[config.mk]
export PLATFORM = sky130hd
export DESIGN_NAME = bc_polinomio
export DESIGN_NICKNAME = d
export VERILOG_FILES = /design/src/rtl/bc_pkg.sv /design/src/rtl/bc_polinomio_wait_cnt.sv /design/src/rtl/bc_polinomio.sv
export SDC_FILE = /design/constraint.sdc
export NUM_CORES = 1
export LEC_CHECK = 0
export ABC_AREA = 0
export BUFFER_PORTS_ARGS = -buffer_cell sky130_fd_sc_hd__buf_2
export CAP_MARGIN = 40
export CORE_AREA = 2 2 39 41
export CTS_CLUSTER_DIAMETER = 30
export CTS_CLUSTER_SIZE = 24
export DETAILED_ROUTE_END_ITERATION = 12
export DIE_AREA = 0 0 41 43
export GPL_TIMING_DRIVEN = 0
export PLACE_DENSITY = 0.5
export SKIP_CTS_REPAIR_TIMING = 1
export SLEW_MARGIN = 30
export SYNTH_ARGS = -nofsm -noshare
export SYNTH_HDL_FRONTEND = slang
export SYNTH_SLANG_ARGS = --single-unit
[constraint.sdc]
create_clock -name clk -period 1.6 [get_ports clk]
set_input_delay 0.08 -clock clk [delete_from_list [all_inputs] [get_ports clk]]
set_output_delay 0.08 -clock clk [all_outputs]
set_load 0.005 [all_outputs]
[src/rtl/bc_pkg.sv]
// Shared types and control-word constants for the bc_polinomio block.
// State encoding, BO mux selects and ULA op codes.
package bc_pkg;

  typedef enum logic [2:0] {
    IDLE,
    LOAD,
    MUL_A,
    ADD_B,
    MUL_X,
    ADD_C,
    DONE
  } state_t;

  localparam logic [1:0] SEL_ZERO = 2'd0;
  localparam logic [1:0] SEL_A    = 2'd1;
  localparam logic [1:0] SEL_B    = 2'd2;
  localparam logic [1:0] SEL_C    = 2'd3;

  localparam logic [1:0] OP1_M0 = 2'd0;
  localparam logic [1:0] OP1_R0 = 2'd1;
  localparam logic [1:0] OP1_R1 = 2'd2;
  localparam logic [1:0] OP1_R2 = 2'd3;

  localparam logic [1:0] OP2_R0 = 2'd0;
  localparam logic [1:0] OP2_M0 = 2'd1;
  localparam logic [1:0] OP2_R1 = 2'd2;
  localparam logic [1:0] OP2_R2 = 2'd3;

  localparam logic H_MUL = 1'b1;
  localparam logic H_ADD = 1'b0;

endpackage

[src/rtl/bc_polinomio_wait_cnt.sv]
// bc_wait_cnt: 2-bit wait counter, clear has priority over enable.
// Ports: clk, rst (async active-low), clr, en, term (cnt == LAT).
module bc_wait_cnt #(
  parameter int LAT = 0
) (
  input  logic clk,
  input  logic rst,
  input  logic clr,
  input  logic en,
  output logic term
);

  localparam logic [1:0] LIM = 2'(LAT);

  logic [1:0] cnt;

  always_ff @(posedge clk or negedge rst) begin
    if (!rst) begin
      cnt <= '0;
    end else if (clr) begin
      cnt <= '0;
    end else if (en) begin
      cnt <= cnt + 2'd1;
    end
  end

  assign term = (cnt == LIM);

endmodule

[src/rtl/bc_polinomio.sv]
// Control block sequencing BO through y = ((A*x)+B)*x + C.
// Ports: clk, rst (async low), start, busy, done, M0/M1/M2, LX/LH/LS, H; step if BC_STEP_EN.
module bc_polinomio
  import bc_pkg::*;
#(
  parameter int ULA_LAT = 0
) (
  input  logic       clk,
  input  logic       rst,
`ifdef BC_STEP_EN
  input  logic       step,
`endif
  input  logic       start,
  output logic       busy,
  output logic       done,
  output logic [1:0] M0,
  output logic [1:0] M1,
  output logic [1:0] M2,
  output logic       LX,
  output logic       LH,
  output logic       LS,
  output logic       H
);

  state_t state;
  logic   adv;
  logic   arith;
  logic   term;

`ifdef BC_STEP_EN
  assign adv = step;
`else
  assign adv = 1'b1;
`endif

  assign arith = (state == MUL_A) || (state == ADD_B) ||
                 (state == MUL_X) || (state == ADD_C);

  bc_wait_cnt #(
    .LAT (ULA_LAT)
  ) u_wait (
    .clk  (clk),
    .rst  (rst),
    .clr  (arith && adv && term),
    .en   (arith && adv),
    .term (term)
  );

  always_ff @(posedge clk or negedge rst) begin
    if (!rst) begin
      state <= IDLE;
    end else begin
      unique case (state)
        IDLE:    if (start) state <= LOAD;
        LOAD:    if (adv) state <= MUL_A;
        MUL_A:   if (adv && term) state <= ADD_B;
        ADD_B:   if (adv && term) state <= MUL_X;
        MUL_X:   if (adv && term) state <= ADD_C;
        ADD_C:   if (adv && term) state <= DONE;
        DONE:    state <= start ? LOAD : IDLE;
        default: state <= IDLE;
      endcase
    end
  end

  // Loads only fire on a cycle that actually advances the sequence.
  always_comb begin
    busy = 1'b0;
    done = 1'b0;
    M0   = SEL_ZERO;
    M1   = OP1_M0;
    M2   = OP2_R0;
    LX   = 1'b0;
    LS   = 1'b0;
    H    = H_ADD;
    unique case (state)
      LOAD: begin
        busy = 1'b1;
        LX   = adv;
      end
      MUL_A: begin
        busy = 1'b1;
        M0   = SEL_A;
        M1   = OP1_M0;
        M2   = OP2_R0;
        H    = H_MUL;
        LS   = term && adv;
      end
      ADD_B: begin
        busy = 1'b1;
        M0   = SEL_B;
        M1   = OP1_R2;
        M2   = OP2_M0;
        H    = H_ADD;
        LS   = term && adv;
      end
      MUL_X: begin
        busy = 1'b1;
        M0   = SEL_ZERO;
        M1   = OP1_R2;
        M2   = OP2_R0;
        H    = H_MUL;
        LS   = term && adv;
      end
      ADD_C: begin
        busy = 1'b1;
        M0   = SEL_C;
        M1   = OP1_R2;
        M2   = OP2_M0;
        H    = H_ADD;
        LS   = term && adv;
      end
      DONE:    done = 1'b1;
      default: ;
    endcase
  end

  assign LH = 1'b0;

endmodule

# After elaboration in Yosys (flattened, before gate mapping)
# Cells that the tools add are included.
[totals] rom_bits=0 inputBits=3 register_bits=5 output_inout_bits=12 mem_bits_rw=0 latch_bits=0 wordCells=44 memories=0
[classes] div_mod_pow=0 n_shift=0 n_bitwise=0 n_lt_le_gt_ge=0 n_reduce_logical=13 n_addsub=1 eq_ne=11 n_mul=0 muxes=17
[ops] cell="$pmux W3 S7" count=1
[ops] cell="$mux W3" count=5
[ops] cell="$ne A2 B2 Y1 const B" count=5
[ops] cell="$eq A3 B3 Y1 const B" count=3
[ops] cell="$mux W1" count=7
[ops] cell="$eq A3 B2 Y1 const B" count=2
[ops] cell="$mux W2" count=3
[ops] cell="$pmux W2 S3" count=1
[ops] cell="$reduce_and A5 Y1" count=1
[ops] cell="$reduce_or A5 Y1" count=1
[ops] cell="$reduce_or A2 Y1" count=2
[ops] cell="$reduce_or A4 Y1" count=1
[ops] cell="$eq A3 B1 Y1 const B" count=1
[ops] cell="$logic_not A3 Y1" count=1
[ops] cell="$logic_or A1 B1 Y1" count=3
[ops] cell="$reduce_or A3 Y1" count=1
[ops] cell="$add A2 B1 Y2 const B" count=1
[ops] cell="$logic_not A2 Y1" count=1
[ops] cell="$reduce_bool A2 Y1" count=1
[ops] cell="$logic_and A1 B1 Y1" count=1

# Logic depth before layout (Yosys ltp)
# Gate-level depths: netlist of the first run.
[depth] word_depth=6 mapped_depth=4

# Cells and area by module
# From an unflattened synthesis of the first run, not the netlist that was laid out.
[unflattened] hier_cells=43 hier_area_um2=407.9
[by_module_without_submodules] mod="bc_polinomio" n_inst=1 cells_per_inst=34 area_each_um2=311.5
[by_module_without_submodules] mod="bc_wait_cnt" n_inst=1 cells_per_inst=9 area_each_um2=96.3

# Least setup slack after synthesis of the first run
# Ideal clock, no wire load.
[synth_path] path_kind="register -> register" startpoint="register state[1]" endpoint="register u_wait.cnt[0]" setup_time_ns=0.125 synth_period_minus_slack_ns=1.115 slack_ns=0.485 path_stages_with_launch=3 arrival_time_ns=0.990 cell_sequence="dfrtp_1 xor2_2 mux2_4"
[synth_via] elab_chain_len=6
[synth_lines] element="start, declared" line_no="bc_polinomio.sv:25" rtl="state_t state;"
[synth_lines] element="start signal, assigned" line_no="bc_polinomio.sv:60" rtl="DONE: state <= start ? LOAD : IDLE;"
[synth_lines] element="$eq A3 B2 Y1" line_no="bc_polinomio.sv:36" rtl="assign arith = (state == MUL_A) || (state == ADD_B) ||"
[synth_lines] element="$logic_or A1 B1 Y1 (2 in a row)" line_no="bc_polinomio.sv:36"
[synth_lines] element="$logic_or A1 B1 Y1 (*)" line_no="bc_polinomio.sv:37" rtl="(state == MUL_X) || (state == ADD_C);"
[synth_lines] element="$logic_and A1 B1 Y1" line_no="bc_polinomio.sv:44" rtl=".clr (arith && adv && term),"
[synth_lines] element="$mux W2 or $reduce_bool A2 Y1 (tied branches)"
[synth_lines] element="end signal, assigned" line_no="bc_polinomio_wait_cnt.sv:23" rtl="cnt <= cnt + 2'd1;"
[synth_lines] element="end, declared" line_no="bc_polinomio_wait_cnt.sv:15" rtl="logic [1:0] cnt;"
# Mark *: on every way between the ends. The rest lies on a longest branch, timed or not.
# A chain may end at the register's enable or synchronous reset.

# Final worst setup path of the first run
[layout_path] startpoint="register state[1]" endpoint="output port M2[0]"
[layout_via] elab_chain_len=3
[layout_lines] element="$eq A3 B2 Y1 or $eq A3 B3 Y1 (tied branches)" line_no="bc_polinomio.sv:76" rtl="unique case (state)"
[layout_lines] element="$reduce_or A2 Y1 (no source line) (*)"
[layout_lines] element="$mux W1 (*)" line_no="bc_polinomio.sv:76"
[layout_lines] element="end, declared" line_no="bc_polinomio.sv:18" rtl="output logic [1:0] M2,"
# Marked as above.

==> impl_metrics.tcl, run 1 <==
set metrics [dict create \
    max_cap_violations 0 \
    intPower_uw 610 \
    synthCells 41 \
    grt_antenna_before_repair 0 \
    synth-seq-cells 5 \
    worstHoldPathType "in2reg" \
    status "complete, no violations" \
    design.die.area_sq_mm 0.00176 \
    fin_nets 64 \
    worst_clock_skew_on_the_final_layout_ns 0.000613 \
    vias_in_the_first_global_route 253 \
    critical_path.cell_chain "xor2_2, and2_2, buf_4, buf_2" \
    number_of_enable_flip_flop_cells_after_synthesis 0 \
    boundaryPins 15 \
    fmax_ghz 0.692 \
    pwr_per_cell_area_mw_per_mm2 1950 \
    std_cell_rows 14 \
    clkLatencyLatePin_ns 0.24 \
    post-route-min-period_ns 1.44 \
    clk_pin_slew_ns 0.04 \
    htree_levels 1 \
    timing_worst_setup_path_type "reg2out" \
    report.power.total_uw 979 \
    setup_tns_ns 0 \
    synth_ff_type "sky130_fd_sc_hd__dfrtp_1" \
    gr-usage-all-layers_pct 9.88 \
    slowest_stage "sky130_fd_sc_hd__dfrtp_1" \
    ctsLongestPathBuffers 2 \
    clk_root_buffer_cell "sky130_fd_sc_hd__clkbuf_4" \
    synthDistinctLibCells 25 \
    port_buffers 12 \
    layout_cell_share_with_drive_strength_beyond_1_pct 45.8 \
    critPathCaptureType "output port" \
    areaGrowthSynthToFinish_pct 31.4 \
    ant_nets 0 \
    timing.critical_path.arrival_ns 1.36 \
    detail_route.wl_per_cell_um 8.65 \
    min_period_over_period_pct 90.3 \
    largest_net_degree_at_the_start_of_global_routing 11 \
    die-height_um 43 \
    drt_first_pass_iters 2 \
    gr-total-overflow 0 \
    timing.final.hold_violations 0 \
    cp-start-kind "flip-flop" \
    crit_fanout 6 \
    fp.coreArea_sq_mm 0.00138 \
    via_count 304 \
    combinational_group_share_of_total_power_pct 65.4 \
    irDropWorstVdd_mv 0.561 \
    synth_area_sq_um 383 \
    slew_violations 0 \
    total_net_switching_power_uw 369 \
    swShare_pct 37.6 \
    final_hpwl_dp_um 487 \
    antennaDiodeCount 0 \
    die_width_um 41 \
    cell_leakage_power_uw 0.000278 \
    yosysSeqAreaShare_pct 32.7 \
    gp_congestion 0.679 \
    routed_wirelength_um 649 \
    critPathRequiredTime_ns 1.52 \
    synth_area_per_cell_sq_um 9.34 \
    p_seq_share_pct 20.0 \
    postSynth.asyncResetShare_pct 100 \
    power_frac_clock_pct 14.6 \
    clock_sink_count 5 \
    drt-vias-per-instance 4.05 \
    tritoncts "done" \
    grt_first_pass_wirelength_um 1090 \
    post-route-drc-count 0 \
    drt_iter0_drc 7 \
    setup_viol 0 \
    unrepaired_setup_endpoints_after_global_routing "false" \
    ys.warnings.count 0 \
    timing.critical_path.slowest_cell_delay_ns 0.40 \
    cts_made_buffers 3 \
    initial_utilization_pct 27.7 \
]
-- through the flow --
step / utilization, % / instance area, sq um / setup slack, ns / cells / hold WS (ns)
floorplan: - / 387 / 0.485 / 42 / -0.216
global placement: 33.7 / 467 / 0.381 / 70 / -0.0986
detailed placement: 33.7 / 467 / 0.363 / 70 / -0.0981
CTS: 35.6 / 493 / 0.0947 / 74 / -0.360
global route: 36.3 / 503 / 0.0366 / 75 / 0.0759
finish: 36.3 / 503 / 0.155 / 75 / 0.0935
-- path summary, 6_finish.rpt --
kind,start,end,slack [ns],cells after the start
setup / recovery,state[1],M2[0],0.16,4
hold / removal,start,state[0],0.09,3
setup reg to reg,u_wait.cnt[0],state[1],0.40,4
hold reg to reg,u_wait.cnt[1],u_wait.cnt[1],0.51,1
max in group asynchronous,rst,state[2],1.27,2
min in group asynchronous,rst,state[0],0.20,2
-- worst max-delay path, delay by kind of cell, from the launching register on --
family | cells | cell delay, ns
flops | 1 | 0.40
xor+xnor | 1 | 0.33
simple gates | 1 | 0.21
buf+inv | 2 | 0.18
-- power by group through the flow --
stage,Sequential [uW],Combinational (uW),Clock (uW)
after CTS,198,655,151
final,196,640,143
after global placement,200,640,0
after global routing,202,724,165
after detailed placement,199,651,0
after floorplan,194,446,0
-- state kept, by name, summed over array words and instances (netlist names) --
signal	cells
u_wait.cnt	2
state	3
-- synth_stat cells (2+ instances only) --
| master | number | area share [%] |
|---|---|---|
| sky130_fd_sc_hd__buf_4 | 5 | 9.8 |
| sky130_fd_sc_hd__dfrtp_1 | 5 | 33 |
| sky130_fd_sc_hd__inv_1 | 3 | 2.9 |
| sky130_fd_sc_hd__and2_2 | 2 | 3.9 |
| sky130_fd_sc_hd__buf_2 | 2 | 2.6 |
| sky130_fd_sc_hd__mux2_4 | 2 | 7.8 |
| sky130_fd_sc_hd__nand2_1 | 2 | 2.0 |
| sky130_fd_sc_hd__nand2b_1 | 2 | 3.3 |
| sky130_fd_sc_hd__nor2_1 | 2 | 2.0 |
-- final cells by class --
type | count | area (sq um)
inverters | 3 | 11.3
flip-flops and latches | 5 | 125
clock buffers | 4 | 26.3
plain buffers | 7 | 47.5
fillers | 154 | 881
multi-input cells | 27 | 203
well taps | 16 | 20.0
repair buffers | 13 | 70.1
-- kinds of logic after synthesis --
| group | count (synthesis) | share of synthesized area [%] |
|---|---|---|
| AND/OR/NAND/NOR | 14 | 22.6 |
| multiplexers | 3 | 10.5 |
| adder cells (fa/ha/maj) | 1 | 3.27 |
| flip-flops | 5 | 32.7 |
| XOR/XNOR | 2 | 6.54 |
| buffers and inverters | 10 | 15.4 |
| other | 1 | 0.979 |
| AO/OA/AOI/OAI | 5 | 8.17 |
-- cell usage in the layout (no fill, tap or decap), types with 2 or more instances in the layout --
cell and count:
sky130_fd_sc_hd__mux2_4 2, sky130_fd_sc_hd__buf_4 5, sky130_fd_sc_hd__conb_1 2, sky130_fd_sc_hd__buf_2 14
sky130_fd_sc_hd__clkbuf_4 3, sky130_fd_sc_hd__nor2_1 2, sky130_fd_sc_hd__dfrtp_1 5, sky130_fd_sc_hd__nand2_1 2
sky130_fd_sc_hd__inv_1 3, sky130_fd_sc_hd__and2_2 2, sky130_fd_sc_hd__nand2b_1 2
-- per-layer routing --
metal / wire length, um / vias up / global-route usage [%]
met2: 281 / 10 / 10.3
met1: 324 / 131 / 13.4
met3: 43 / 0 / 6.28
li1: - / 163 / -
met5: 0 / - / 0
met4: 0 / 0 / 8.00
Power figures use the tool's default switching activity.
==> run 2, diff against run 1 <==
- clock period: 1.6 -> 1.52 ns (I/O delays scaled with it)
==> run 2 against run 1 <==
Compared with the run above: via count increased by 0.66%; total power increased by 5.9%; clock skew unchanged; setup slack got worse by 0.076 ns; sequential cell count unchanged; register-to-register slack got worse by 0.08 ns; critical path type unchanged; largest cell class unchanged.
==> impl_metrics.tcl, run 2 (synthesized netlist as in run 1, its figures left out) <==
set metrics [dict create \
    detail_route.wl_per_cell_um 8.63 \
    std_cell_rows 14 \
    vias_in_the_first_global_route 253 \
    swShare_pct 37.4 \
    final_cell_area_sq_um 505 \
    timing.critical_path.arrival_ns 1.36 \
    intPower_uw 649 \
    ctsLongestPathBuffers 2 \
    combinational_group_share_of_total_power_pct 65.6 \
    via_count 306 \
    unrepaired_setup_endpoints_after_global_routing "true" \
    layout_cell_share_with_drive_strength_beyond_1_pct 45.8 \
    critPathCaptureType "output port" \
    biggestRegsByFlops "state (3), u_wait.cnt (2)" \
    drt-vias-per-instance 4.08 \
    largest_net_degree_at_the_start_of_global_routing 11 \
    setup_viol 0 \
    fin_nets 64 \
    clk_pin_slew_ns 0.04 \
    sequential_cell_area_sq_um 125 \
    largest_reg_flops 3 \
    power_frac_clock_pct 14.5 \
    port_buffers 12 \
    ant_nets 0 \
    antennaDiodeCount 0 \
    worstHoldStart "start" \
    grt_antenna_before_repair 0 \
    timing.final.hold_violations 0 \
    boundaryPins 15 \
    initial_utilization_pct 27.7 \
    worst_clock_skew_on_the_final_layout_ns 0.000613 \
    htree_levels 1 \
    setup.worst_path.start "state[1]" \
    worstRegToRegCells 4 \
    top_register "state" \
    final_cell_mix "sky130_fd_sc_hd__buf_2, sky130_fd_sc_hd__buf_4, sky130_fd_sc_hd__dfrtp_1" \
    areaGrowthSynthToFinish_pct 32.0 \
    whs_endpoint "state[0]" \
    crit_fanout 6 \
    cp-start-kind "flip-flop" \
    post-route-min-period_ns 1.44 \
    fillCellCount 155 \
    pwr_per_cell_area_mw_per_mm2 2050 \
    min_period_over_period_pct 94.8 \
    gp_congestion 0.679 \
    critPathRequiredTime_ns 1.44 \
    gr-total-overflow 0 \
    timing_worst_setup_path_type "reg2out" \
    gr-usage-all-layers_pct 9.88 \
    most_common_cell_after_layout_fill_and_taps_aside "sky130_fd_sc_hd__buf_2" \
    report.power.total_uw 1040 \
    irDropWorstVdd_mv 0.591 \
    fmax_ghz 0.694 \
    clk_root_buffer_cell "sky130_fd_sc_hd__clkbuf_4" \
    dpl_cell_area_sq_um 467 \
    reg2reg_setup_slack_ns 0.32 \
    multi_input_comb_area_sq_um 203 \
    total_net_switching_power_uw 388 \
    die_width_um 41 \
    die-height_um 43 \
    slew_violations 0 \
    max_cap_violations 0 \
    routed_wirelength_um 647 \
    p_seq_share_pct 20.0 \
    drt_first_pass_iters 2 \
    clock_sink_count 5 \
    cts_made_buffers 3 \
    post-route-drc-count 0 \
    status "complete, no violations" \
    rr_endpoint "state[1]" \
    drt_iter0_drc 7 \
    crit-reg2reg-launch "u_wait.cnt[0]" \
    final_hpwl_dp_um 487 \
    worstHoldPathType "in2reg" \
    min_path_cells 3 \
    tritoncts "done" \
    grt_first_pass_wirelength_um 1090 \
    cell_leakage_power_uw 0.000278 \
    clkLatencyLatePin_ns 0.24 \
    fp.coreArea_sq_mm 0.00138 \
    design.die.area_sq_mm 0.00176 \
]
## run 2: cell count changes in the layout (fill, tap and decap cells not counted)
cell	previous run	this run
sky130_fd_sc_hd__buf_2	14	13
sky130_fd_sc_hd__buf_4	5	6
## run 2: cell type report
cell class / instances / share of cell area, %
multi-input combinational: 27 / 40.1
sequential: 5 / 24.8
timing repair buffer: 13 / 13.9
buffer: 7 / 9.90
clock buffer: 4 / 5.20
tap: 16 / 3.96
inverter: 3 / 2.23
## run 2: routing by layer
metal	vias to the layer above	wire [um]	part of all wire, %	GRT usage, %
met2	10	279	43	10.3
met1	133	324	50	13.4
met5	-	0	0	0
met4	0	0	0	8.00
li1	163	-	-	-
met3	0	43	6.6	6.28
## run 2: worst max-delay path by stage
stage	endpoint	slack, ns	depth (start not counted)
final	M2[0]	0.08	4
after CTS	M2[0]	0.02	4
after floorplan	u_wait.cnt[0]	0.40	2
after detailed placement	M2[0]	0.29	4
after global routing	M2[0]	-0.04	4
after global placement	M2[0]	0.31	4
## run 2: power groups by stage
stage	clock, uW	combinational, uW	sequential, uW
4_1_cts	159	689	208
3_5_place_dp	0	685	210
6_report	150	680	207
3_3_place_gp	0	673	211
2_1_floorplan	0	469	204
5_1_grt	174	769	213
## run 2: per-stage QoR
step | TNS (ns) | setup slack [ns] | hold WS (ns) | cells | util, %
after floorplan | 0 | 0.405 | -0.220 | 42 | -
after global placement | 0 | 0.305 | -0.103 | 70 | 33.7
after detailed placement | 0 | 0.287 | -0.102 | 70 | 33.7
after CTS | 0 | 0.0187 | -0.364 | 74 | 35.6
after global routing | -0.0394 | -0.0394 | 0.0719 | 75 | 36.5
final | 0 | 0.0792 | 0.0895 | 75 | 36.5
## run 2: critical path: stages (launching register included)
cell and delay, ns:
sky130_fd_sc_hd__dfrtp_1 0.40, sky130_fd_sc_hd__xor2_2 0.33, sky130_fd_sc_hd__and2_2 0.21, sky130_fd_sc_hd__buf_4 0.09, sky130_fd_sc_hd__buf_2 0.09
